`src/rtl/model_dnc_pkg.sv`:
```
// Shared DNC definitions: FSM encodings, constants and size-legality helper.
package model_dnc_pkg;

    localparam int DNC_DATA_SIZE    = 64;
    localparam int DNC_CONTROL_SIZE = 64;

    localparam logic [63:0] ZERO_CONTROL = 64'd0;
    localparam logic [63:0] ONE_CONTROL  = 64'd1;
    localparam logic [63:0] ZERO_DATA    = 64'd0;
    localparam logic [63:0] ONE_DATA     = 64'd1;

    localparam logic EMPTY = 1'b0;
    localparam logic FULL  = 1'b1;

    typedef enum logic [1:0] {
        STARTER_STATE = 2'd0,
        CAPTURE_STATE = 2'd1,
        EMIT_STATE    = 2'd2
    } state_t;

    // A size is unusable when zero or larger than the buffer dimension.
    function automatic logic size_illegal(input logic [63:0] size, input logic [63:0] max);
        return (size == ZERO_DATA) || (size > max);
    endfunction

endpackage

```
`src/rtl/model_read_keys_if.sv`:
```
// Control and key-element stream bundle between the read-key producer and its environment.
interface model_read_keys_if #(
    parameter int DATA_SIZE = 64
);
    logic                 START;
    logic                 READY;
    logic                 ERROR;
    logic                 K_IN_ENABLE;
    logic                 K_OUT_I_ENABLE;
    logic                 K_OUT_K_ENABLE;
    logic [DATA_SIZE-1:0] SIZE_R_IN;
    logic [DATA_SIZE-1:0] SIZE_W_IN;
    logic [DATA_SIZE-1:0] K_IN;
    logic [DATA_SIZE-1:0] K_OUT;

    modport master (
        output START, K_IN_ENABLE, SIZE_R_IN, SIZE_W_IN, K_IN,
        input  READY, ERROR, K_OUT_I_ENABLE, K_OUT_K_ENABLE, K_OUT
    );

    modport slave (
        input  START, K_IN_ENABLE, SIZE_R_IN, SIZE_W_IN, K_IN,
        output READY, ERROR, K_OUT_I_ENABLE, K_OUT_K_ENABLE, K_OUT
    );
endinterface

```
`src/rtl/model_key_buffer.sv`:
```
// Key matrix storage: synchronous write port, combinational read port, contents never reset.
module model_key_buffer #(
    parameter int DATA_SIZE = 64,
    parameter int DEPTH     = 32,
    parameter int ADDR_W    = 5
) (
    input  logic                 CLK,
    input  logic                 wr_en,
    input  logic [ADDR_W-1:0]    wr_addr,
    input  logic [DATA_SIZE-1:0] wr_data,
    input  logic [ADDR_W-1:0]    rd_addr,
    output logic [DATA_SIZE-1:0] rd_data
);

    logic [DATA_SIZE-1:0] mem_r [DEPTH];

    // Element write
    always_ff @(posedge CLK) begin
        if (wr_en) begin
            mem_r[wr_addr] <= wr_data;
        end
    end

    assign rd_data = mem_r[rd_addr];

endmodule

```
`src/rtl/model_read_keys.sv`:
```
// Read-head key buffer: captures an R x W key matrix element by element, then
// replays it back-to-back with row/element enables.
module model_read_keys
    import model_dnc_pkg::*;
#(
    parameter int DATA_SIZE    = 64,
    parameter int CONTROL_SIZE = 64,
    parameter int MAX_R        = 4,
    parameter int MAX_W        = 8
) (
    input  logic             CLK,
    input  logic             RST,
    model_read_keys_if.slave bus
);

    localparam int DEPTH  = MAX_R * MAX_W;
    localparam int ADDR_W = (DEPTH > 1) ? $clog2(DEPTH) : 1;

    state_t                  state_r, state_s;
    logic [CONTROL_SIZE-1:0] i_r, i_s, k_r, k_s;
    logic [CONTROL_SIZE-1:0] adv_i_s, adv_k_s;
    logic [DATA_SIZE-1:0]    size_r_r, size_r_s, size_w_r, size_w_s;
    logic [DATA_SIZE-1:0]    k_out_r, k_out_s;
    logic                    ready_r, ready_s, error_r, error_s;
    logic                    i_en_r, i_en_s, k_en_r, k_en_s;
    logic                    wr_en_s, col_last_s, last_s, bad_size_s;
    logic [ADDR_W-1:0]       addr_s;
    logic [DATA_SIZE-1:0]    rd_data_s;

    // Row-major address i*MAX_W+k shared by capture writes and emit reads
    assign addr_s = ADDR_W'(i_r) * ADDR_W'(MAX_W) + ADDR_W'(k_r);

    assign col_last_s = (k_r == CONTROL_SIZE'(size_w_r - DATA_SIZE'(ONE_DATA)));
    assign last_s     = col_last_s && (i_r == CONTROL_SIZE'(size_r_r - DATA_SIZE'(ONE_DATA)));
    assign adv_k_s    = col_last_s ? CONTROL_SIZE'(ZERO_CONTROL) : k_r + CONTROL_SIZE'(ONE_CONTROL);
    assign adv_i_s    = col_last_s ? i_r + CONTROL_SIZE'(ONE_CONTROL) : i_r;
    assign bad_size_s = size_illegal(64'(bus.SIZE_R_IN), 64'(MAX_R)) ||
                        size_illegal(64'(bus.SIZE_W_IN), 64'(MAX_W));

    model_key_buffer #(
        .DATA_SIZE (DATA_SIZE),
        .DEPTH     (DEPTH),
        .ADDR_W    (ADDR_W)
    ) u_buffer (
        .CLK     (CLK),
        .wr_en   (wr_en_s),
        .wr_addr (addr_s),
        .wr_data (bus.K_IN),
        .rd_addr (addr_s),
        .rd_data (rd_data_s)
    );

    // Next-state, counter and output computation
    always_comb begin
        state_s  = state_r;
        i_s      = i_r;
        k_s      = k_r;
        size_r_s = size_r_r;
        size_w_s = size_w_r;
        k_out_s  = k_out_r;
        ready_s  = EMPTY;
        error_s  = EMPTY;
        i_en_s   = EMPTY;
        k_en_s   = EMPTY;
        wr_en_s  = EMPTY;
        case (state_r)
            STARTER_STATE: begin
                if (bus.START) begin
                    size_r_s = bus.SIZE_R_IN;
                    size_w_s = bus.SIZE_W_IN;
                    i_s      = CONTROL_SIZE'(ZERO_CONTROL);
                    k_s      = CONTROL_SIZE'(ZERO_CONTROL);
                    if (bad_size_s) begin
                        error_s = FULL;
                        ready_s = FULL;
                        state_s = STARTER_STATE;
                    end else begin
                        state_s = CAPTURE_STATE;
                    end
                end else begin
                    state_s = STARTER_STATE;
                end
            end
            CAPTURE_STATE: begin
                if (bus.K_IN_ENABLE) begin
                    wr_en_s = FULL;
                    if (last_s) begin
                        i_s     = CONTROL_SIZE'(ZERO_CONTROL);
                        k_s     = CONTROL_SIZE'(ZERO_CONTROL);
                        state_s = EMIT_STATE;
                    end else begin
                        i_s = adv_i_s;
                        k_s = adv_k_s;
                    end
                end else begin
                    state_s = CAPTURE_STATE;
                end
            end
            EMIT_STATE: begin
                k_out_s = rd_data_s;
                k_en_s  = FULL;
                i_en_s  = (k_r == CONTROL_SIZE'(ZERO_CONTROL));
                if (last_s) begin
                    i_s     = CONTROL_SIZE'(ZERO_CONTROL);
                    k_s     = CONTROL_SIZE'(ZERO_CONTROL);
                    ready_s = FULL;
                    state_s = STARTER_STATE;
                end else begin
                    i_s = adv_i_s;
                    k_s = adv_k_s;
                end
            end
            default: begin
                state_s = STARTER_STATE;
            end
        endcase
    end

    // State, counters, latched sizes and registered outputs
    always_ff @(posedge CLK or posedge RST) begin
        if (RST) begin
            state_r  <= STARTER_STATE;
            i_r      <= CONTROL_SIZE'(ZERO_CONTROL);
            k_r      <= CONTROL_SIZE'(ZERO_CONTROL);
            size_r_r <= DATA_SIZE'(ZERO_DATA);
            size_w_r <= DATA_SIZE'(ZERO_DATA);
            k_out_r  <= DATA_SIZE'(ZERO_DATA);
            ready_r  <= EMPTY;
            error_r  <= EMPTY;
            i_en_r   <= EMPTY;
            k_en_r   <= EMPTY;
        end else begin
            state_r  <= state_s;
            i_r      <= i_s;
            k_r      <= k_s;
            size_r_r <= size_r_s;
            size_w_r <= size_w_s;
            k_out_r  <= k_out_s;
            ready_r  <= ready_s;
            error_r  <= error_s;
            i_en_r   <= i_en_s;
            k_en_r   <= k_en_s;
        end
    end

    assign bus.K_OUT          = k_out_r;
    assign bus.READY          = ready_r;
    assign bus.ERROR          = error_r;
    assign bus.K_OUT_I_ENABLE = i_en_r;
    assign bus.K_OUT_K_ENABLE = k_en_r;

endmodule

```
`src/flat_wrapper.sv`:
```
// flat-port wrapper written by rule: the top's interface ports become plain ports
module model_read_keys_flat import model_dnc_pkg::*;
#(
    parameter int DATA_SIZE    = 64,
    parameter int CONTROL_SIZE = 64,
    parameter int MAX_R        = 4,
    parameter int MAX_W        = 8
)
  (CLK, RST, bus_START, bus_K_IN_ENABLE, bus_SIZE_R_IN, bus_SIZE_W_IN, bus_K_IN, bus_READY, bus_ERROR, bus_K_OUT_I_ENABLE, bus_K_OUT_K_ENABLE, bus_K_OUT);
  model_read_keys_if #(.DATA_SIZE(DATA_SIZE)) bus_i ();
  input  logic CLK;
  input  logic RST;
  input wire logic [$bits(bus_i.START)-1:0] bus_START;
  input wire logic [$bits(bus_i.K_IN_ENABLE)-1:0] bus_K_IN_ENABLE;
  input wire logic [$bits(bus_i.SIZE_R_IN)-1:0] bus_SIZE_R_IN;
  input wire logic [$bits(bus_i.SIZE_W_IN)-1:0] bus_SIZE_W_IN;
  input wire logic [$bits(bus_i.K_IN)-1:0] bus_K_IN;
  output wire logic [$bits(bus_i.READY)-1:0] bus_READY;
  output wire logic [$bits(bus_i.ERROR)-1:0] bus_ERROR;
  output wire logic [$bits(bus_i.K_OUT_I_ENABLE)-1:0] bus_K_OUT_I_ENABLE;
  output wire logic [$bits(bus_i.K_OUT_K_ENABLE)-1:0] bus_K_OUT_K_ENABLE;
  output wire logic [$bits(bus_i.K_OUT)-1:0] bus_K_OUT;
  assign bus_i.START = bus_START;
  assign bus_i.K_IN_ENABLE = bus_K_IN_ENABLE;
  assign bus_i.SIZE_R_IN = bus_SIZE_R_IN;
  assign bus_i.SIZE_W_IN = bus_SIZE_W_IN;
  assign bus_i.K_IN = bus_K_IN;
  assign bus_READY = bus_i.READY;
  assign bus_ERROR = bus_i.ERROR;
  assign bus_K_OUT_I_ENABLE = bus_i.K_OUT_I_ENABLE;
  assign bus_K_OUT_K_ENABLE = bus_i.K_OUT_K_ENABLE;
  assign bus_K_OUT = bus_i.K_OUT;
  model_read_keys #(.DATA_SIZE(DATA_SIZE), .CONTROL_SIZE(CONTROL_SIZE), .MAX_R(MAX_R), .MAX_W(MAX_W)) u_core (.CLK(CLK), .RST(RST), .bus(bus_i));
endmodule
```
`config.mk`:
```
export PLATFORM = sky130hd
export DESIGN_NAME = model_read_keys_flat
export DESIGN_NICKNAME = d
export VERILOG_FILES = /design/src/rtl/model_dnc_pkg.sv /design/src/rtl/model_read_keys_if.sv /design/src/rtl/model_key_buffer.sv /design/src/rtl/model_read_keys.sv /design/src/flat_wrapper.sv
export SDC_FILE = /design/constraint.sdc
export NUM_CORES = 2
export LEC_CHECK = 0
export CORE_MARGIN = 2
export CORE_UTILIZATION = 50
export DETAILED_ROUTE_END_ITERATION = 7
export GPL_TIMING_DRIVEN = 0
export HOLD_SLACK_MARGIN = 0.15
export PLACE_DENSITY_LB_ADDON = 0.1
export SLEW_MARGIN = 20
export SYNTH_ARGS = -nofsm -noshare
export SYNTH_HDL_FRONTEND = slang
export SYNTH_HIERARCHICAL = 1
export SYNTH_SLANG_ARGS = --single-unit
export TNS_END_PERCENT = 20
```
`constraint.sdc`:
```
create_clock -name CLK -period 27 [get_ports CLK]
set_input_delay 6.75 -clock CLK [delete_from_list [all_inputs] [get_ports CLK]]
set_output_delay 6.75 -clock CLK [all_outputs]
set_load 0.03 [all_outputs]
```
-- Word-level counts from Yosys, hierarchy flattened
Memory sizes are Yosys's and may differ from the RTL's. A register that Yosys moved wholly into a read port is not among the register bits.
Index checks and enable logic that the tools add are counted.
- bits in registers: 262
- bits in latches: 0
- bits in writable memories: 2048
- bits in read-only memories: 0
- input bits: 196
- output and inout port bits: 68
- logic and storage cells: 63
- memories: 1
- memory list (name ; depth ; width ; rd ports ; clocked after memory_dff ; wr ports ; line ; text):
    u_core.u_buffer.mem_r ; 32 ; 64 ; 1 ; 1 ; 1 ; model_key_buffer.sv:15 ; logic [DATA_SIZE-1:0] mem_r [DEPTH];
- $add $sub $neg: 5
- multipliers: 0
- divide/modulo/power cells: 0
- magnitude comparators: 2
- equality and inequality tests: 8
- shift-type cells: 0
- muxes and demuxes: 26
- bitwise operators: 0
- reductions and logical operators: 12
- operators by type and width (kind ; number):
    two-way mux 64 bit ; 7
    case mux 64 bit (3 select lines) ; 2
    logical NOT 64 bit ; 3
    adder 64 x 1 -> 64 bit, second input constant ; 2
    == test 64 bit ; 2
    subtractor 64 x 1 -> 64 bit, second input constant ; 2
    > comparator 64 x 3 -> 1 bit, second input constant ; 1
    > comparator 64 x 4 -> 1 bit, second input constant ; 1
    two-way mux 1 bit ; 12
    two-way mux 2 bit ; 3
    case mux 2 bit (3 select lines) ; 1
    adder 5 bit ; 1
    != test 2 bit, second input constant ; 2
    AND reduction 2 bit ; 2
    logical OR 1 bit ; 3
    != test 3 x 2 -> 1 bit, second input constant ; 1
    AND reduction 3 bit ; 1
    nonzero test 3 bit ; 1
    == test 2 x 1 -> 1 bit, second input constant ; 1
    == test 2 bit, second input constant ; 1
    logical NOT 2 bit ; 1
    != test 2 x 1 -> 1 bit, second input constant ; 1
    case mux 1 bit (2 select lines) ; 1
    logical AND 1 bit ; 1

-- Logic depth before layout (Yosys ltp)
- word-level depth: 6
- mapped depth: 15
- gate-level depth less buffers: 12

-- Modules after synthesis
Netlist, hierarchy kept.
- by module, submodules not included (module ; times used ; cells an instance ; area an instance (µm²) ; sequential area each (µm²)):
    model_key_buffer ; 1 ; 3033 ; 77683.3 ; 61499.0
    model_read_keys ; 1 ; 2038 ; 19693.9 ; 8157.8

-- Worst setup path after synthesis
Ideal clock, no wire load.
- path kind: input-to-reg
- from: in bus_K_IN_ENABLE
- to: mem u_core.u_buffer.mem_r[20][0], enable pin
- library setup time: 0.487 ns
- arrival: 10.265 ns
- data required time: 26.513 ns
- setup slack: 16.249 ns
- cell stages on the path: 4
- path buffers: 1
- path through: and2_1 > or3b_2 > clkbuf_1 > nor2_1
- cells in the longest elaborated chain, start to end: 4
- RTL lines (element ; line ; text):
    from (decl) ; flat_wrapper.sv:14 ; input wire logic [$bits(bus_i.K_IN_ENABLE)-1:0] bus_K_IN_ENABLE;
    two-way mux 1 bit ; model_read_keys.sv:85 ; if (bus.K_IN_ENABLE) begin
    two-way mux 1 bit ; model_read_keys.sv:66 ; case (state_r)
    two-way mux 1 bit ; model_key_buffer.sv:19 ; if (wr_en) begin
    two-way mux 1 bit (implied by the code) ; model_key_buffer.sv:20 ; mem_r[wr_addr] <= wr_data;
    to (decl) ; model_key_buffer.sv:15 ;
No other way between the ends.

-- Worst setup path after layout
- from: in bus_K_IN_ENABLE
- to: reg u_core.k_r[49]
- cells in the longest elaborated chain, start to end: 2
- RTL lines (element ; line ; text):
    != test 2 bit (no source line) ; -- ;
    AND reduction 3 bit (no source line) ; -- ;
    to (signal assigned) ; model_read_keys.sv:124 ; k_r <= CONTROL_SIZE'(ZERO_CONTROL);
    to (signal assigned) ; model_read_keys.sv:135 ; k_r <= k_s;
    to (decl) ; model_read_keys.sv:20 ; logic [CONTROL_SIZE-1:0] i_r, i_s, k_r, k_s;
No other way between the ends.
A chain may end at the register's enable or synchronous reset.

==> flow_summary.toml <==
[routing]
first_pass_iters = 6
first_iter_violations = 6859
drc_errors = 0
met1_length_um = 115000
ant_nets = 0
wl_met3_um = 21900
top_layer = "met5"
wl_met2_um = 138000
via_per_inst = 6.41
routed_wl_um = 285000
wl_per_cell_um = 33.6
vias = 54362

[timing]
slew-limit-headroom_pct = 19.8
drv_slew = 0
final_hold_viol_count = 0
fmax_mhz = 105
worst_slew_pin_slew_ns = 1.20
fin_hold_ws_ns = 0.504
finalCritPeriodShare_pct = 35.3
fin_skew_ns = 0.0609
fin_crit_ns = 9.54
rsz0062_at_grt = "false"
fin_setup_tns_ns = 0
setup_viol_count_final = 0

[logic_synthesis]
synth_area_leaders = "edfxtp_1 63%, mux4_2 14%, dfrtp_1 8.4%"
yosysWarnings = 6
synthArstFlopShare_pct = 13.7
synth_top_cell_area_share_pct = 63.2
synth_flop_cell = "edfxtp_1"
synth-seq-cells = 2374
syn_nets = 5277
netlist_area_um2 = 97400
syn_inst = 5071
ys_types = 77
synth_edf_count = 2048
ys_seq_area_share_pct = 71.5
synth_top_area_cell = "edfxtp_1"
synth.avg_cell_area_um2 = 19.2

[die]
die_h_um = 445
placementRows = 161
core_area_um2 = 193000
dieArea_um2 = 198000
start_util_pct = 50.5
ios = 264
dieWidth_um = 445

[grt]
antenna_found_initial = 22
grt_pass1_wl_um = 400000
grt.overflow.total = 0
first_global_vias = 52975
grt_max_degree = 80
grt_usage_pct = 28.8

[cts]
htree_levels = 4
post_cts_buffers = 0
clk_pin_slew_ns = 0.06
cts.hold.buffers_added = 0
cts_tree = "done"
root_buffer = "clkbuf_16"
ctsLongestPathBuffers = 3
clk_latency_ns = 0.89
numClockSinks = 2374
cts_buffers = 234
post_cts_resized = 0

[power_and_ir_drop]
ir_drop_mv = 0.0596
pwr-share-clk_pct = 43.5
p_comb_share_pct = 2.5
p_sw_mw = 1.57
p_total_mw = 7.49
swShare_pct = 20.9
power_density_nw_per_um2 = 65.1
p_int_mw = 5.92
leakage_nw = 36.7
pwr-share-seq_pct = 54.0

[worst_setup_path]
cp.required_ns = 27.74
worstReg2RegStart = "u_core/size_w_r[6]"
regToRegEndpoint = "u_core/i_r[59]"
arrival_ns = 10.28
crit_fanout = 10
regToRegSetupSlack_ns = 21.49
end_kind = "register"
worstSetupPathType = "in -> reg"
r2r_cells = 13
critPathLaunchType = "primary input"

[outcome]
status = "completed"

[placement]
gp_congestion = 0.907
portBuffers = 263
dp_hpwl_um = 195000

[flow_run]
drv_cap = 0

[finish]
final_common_cell = "edfxtp_1"
drive_above_1_share_pct = 27.0
final_nets = 5944
area_delta_synth_final_pct = 18.1
final_cell_mix = "2048 x edfxtp_1, 602 x mux4_2, 326 x dfrtp_1"

[worst_hold_path]
min_path_type = "reg -> reg"
hold_path_depth = 1
worstHoldStart = "u_core/bus.K_OUT[2]"
whs_endpoint = "u_core/bus.K_OUT[2]"
routing by layer:
| layer | global-route usage, % | vias to the layer above |
|---|---|---|
| li1 | - | 22279 |
| met1 | 40.6 | 29086 |
| met2 | 46.4 | 2521 |
| met3 | 4.62 | 462 |
| met4 | 8.88 | 14 |
| met5 | 0 | - |
cell type report:
type                       instances  area, µm²
sequential                      2374      69700
timing repair buffer             431       6450
multi-input combinational       2393      26600
tap                             2526       3160
buffer                           278       1360
clock inverter                   156       1520
fill                           14029      78000
clock buffer                     290       6180
antenna                            4       10.0
inverter                          26        105
sequential cells by signal (all words and copies together), names as in the netlist:
signal and cells:
u_core/u_buffer/mem_r 2048, u_core/bus.K_OUT_I_ENABLE 1, u_core/size_w_r 64, u_core/i_r 64
u_core/bus.K_OUT_K_ENABLE 1, u_core/bus.ERROR 1, u_core/bus.READY 1, u_core/k_r 64
u_core/bus.K_OUT 64, u_core/state_r 2, u_core/size_r_r 64
power groups by stage:
stage	combinational (mW)	sequential, mW	clock, mW
6_report	0.190	4.04	3.26
5_1_grt	0.208	4.04	3.45
4_1_cts	0.192	4.04	3.31
3_5_place_dp	0.191	4.12	0
3_3_place_gp	0.184	4.12	0
2_1_floorplan	0.0887	4.10	0
how the worst max path moves through the flow:
stage                                 to  cells past startpoint             from  slack (ns)
floorplan               u_core/bus.ERROR                      1              RST       11.22
global placement    u_core/bus.K_OUT[10]                      2              RST        5.13
detailed placement        u_core/k_r[57]                     11  bus_K_IN_ENABLE       16.58
CTS                       u_core/k_r[57]                     11  bus_K_IN_ENABLE       17.49
global route              u_core/k_r[55]                     11  bus_K_IN_ENABLE       17.34
finish                    u_core/k_r[49]                     11  bus_K_IN_ENABLE       17.46
synthesized netlist by cell type (6+ instances only):
cell type and instances:
a32oi_1 57, a211oi_1 7, clkbuf_1 139, nand2_1 141
o21ai_0 45, xor2_1 113, nand3b_1 17, clkbuf_2 6
nor4b_1 8, ha_1 10, inv_1 25, o2111ai_1 6
dfrtp_1 326, buf_6 17, or3_1 29, nor3_1 74
o211ai_1 14, buf_2 73, o31a_1 8, nor4_1 114
buf_4 14, o21ai_1 51, nor2_1 214, o31ai_1 11
o22ai_1 15, and3_1 33, a31oi_1 8, nand4_1 75
nand4b_1 7, xnor2_1 132, buf_1 29, mux2_2 271
and4_1 17, a221oi_1 13, or4_1 34, nand3_1 94
nor2b_1 11, and2_1 14, edfxtp_1 2048, nand2b_1 11
mux2i_1 43, a21oi_1 16, or2_2 11, mux4_2 602
through the flow:
step / setup slack, ns / utilization [%] / cell area (µm²) / std cells
finish: 17.46 / 59.6 / 115000 / 8478
global route: 17.34 / 59.6 / 115000 / 8477
CTS: 17.49 / 59.6 / 115000 / 8474
detailed placement: 16.58 / 55.6 / 107000 / 8028
global placement: 5.13 / 53.5 / 103000 / 7860
floorplan: 11.22 / - / 97400 / 5071
critical path, cell delays in order:
cell	delay [ns]
clkdlybuf4s50_1	0.61
nor2b_1	0.09
or3_1	0.41
nor2_1	0.44
nand2_1	0.13
or3_1	0.41
nor3_1	0.59
clkbuf_1	0.44
nand4_1	0.17
xor2_1	0.16
nor2_1	0.05
kinds of logic (layout without fill, tap and decap cells):
logic type,after synthesis,in the layout,synth area share [%]
multiplexers,916,916,17.5
other,0,4,0
buffers and inverters,304,1181,1.46
adder cells (fa/ha/maj),10,10,0.128
AND/OR/NAND/NOR,929,929,5.07
flip-flops,2374,2374,71.5
XOR/XNOR,245,245,2.20
AO/OA/AOI/OAI,293,293,2.11
Power figures use the tool's default switching activity.
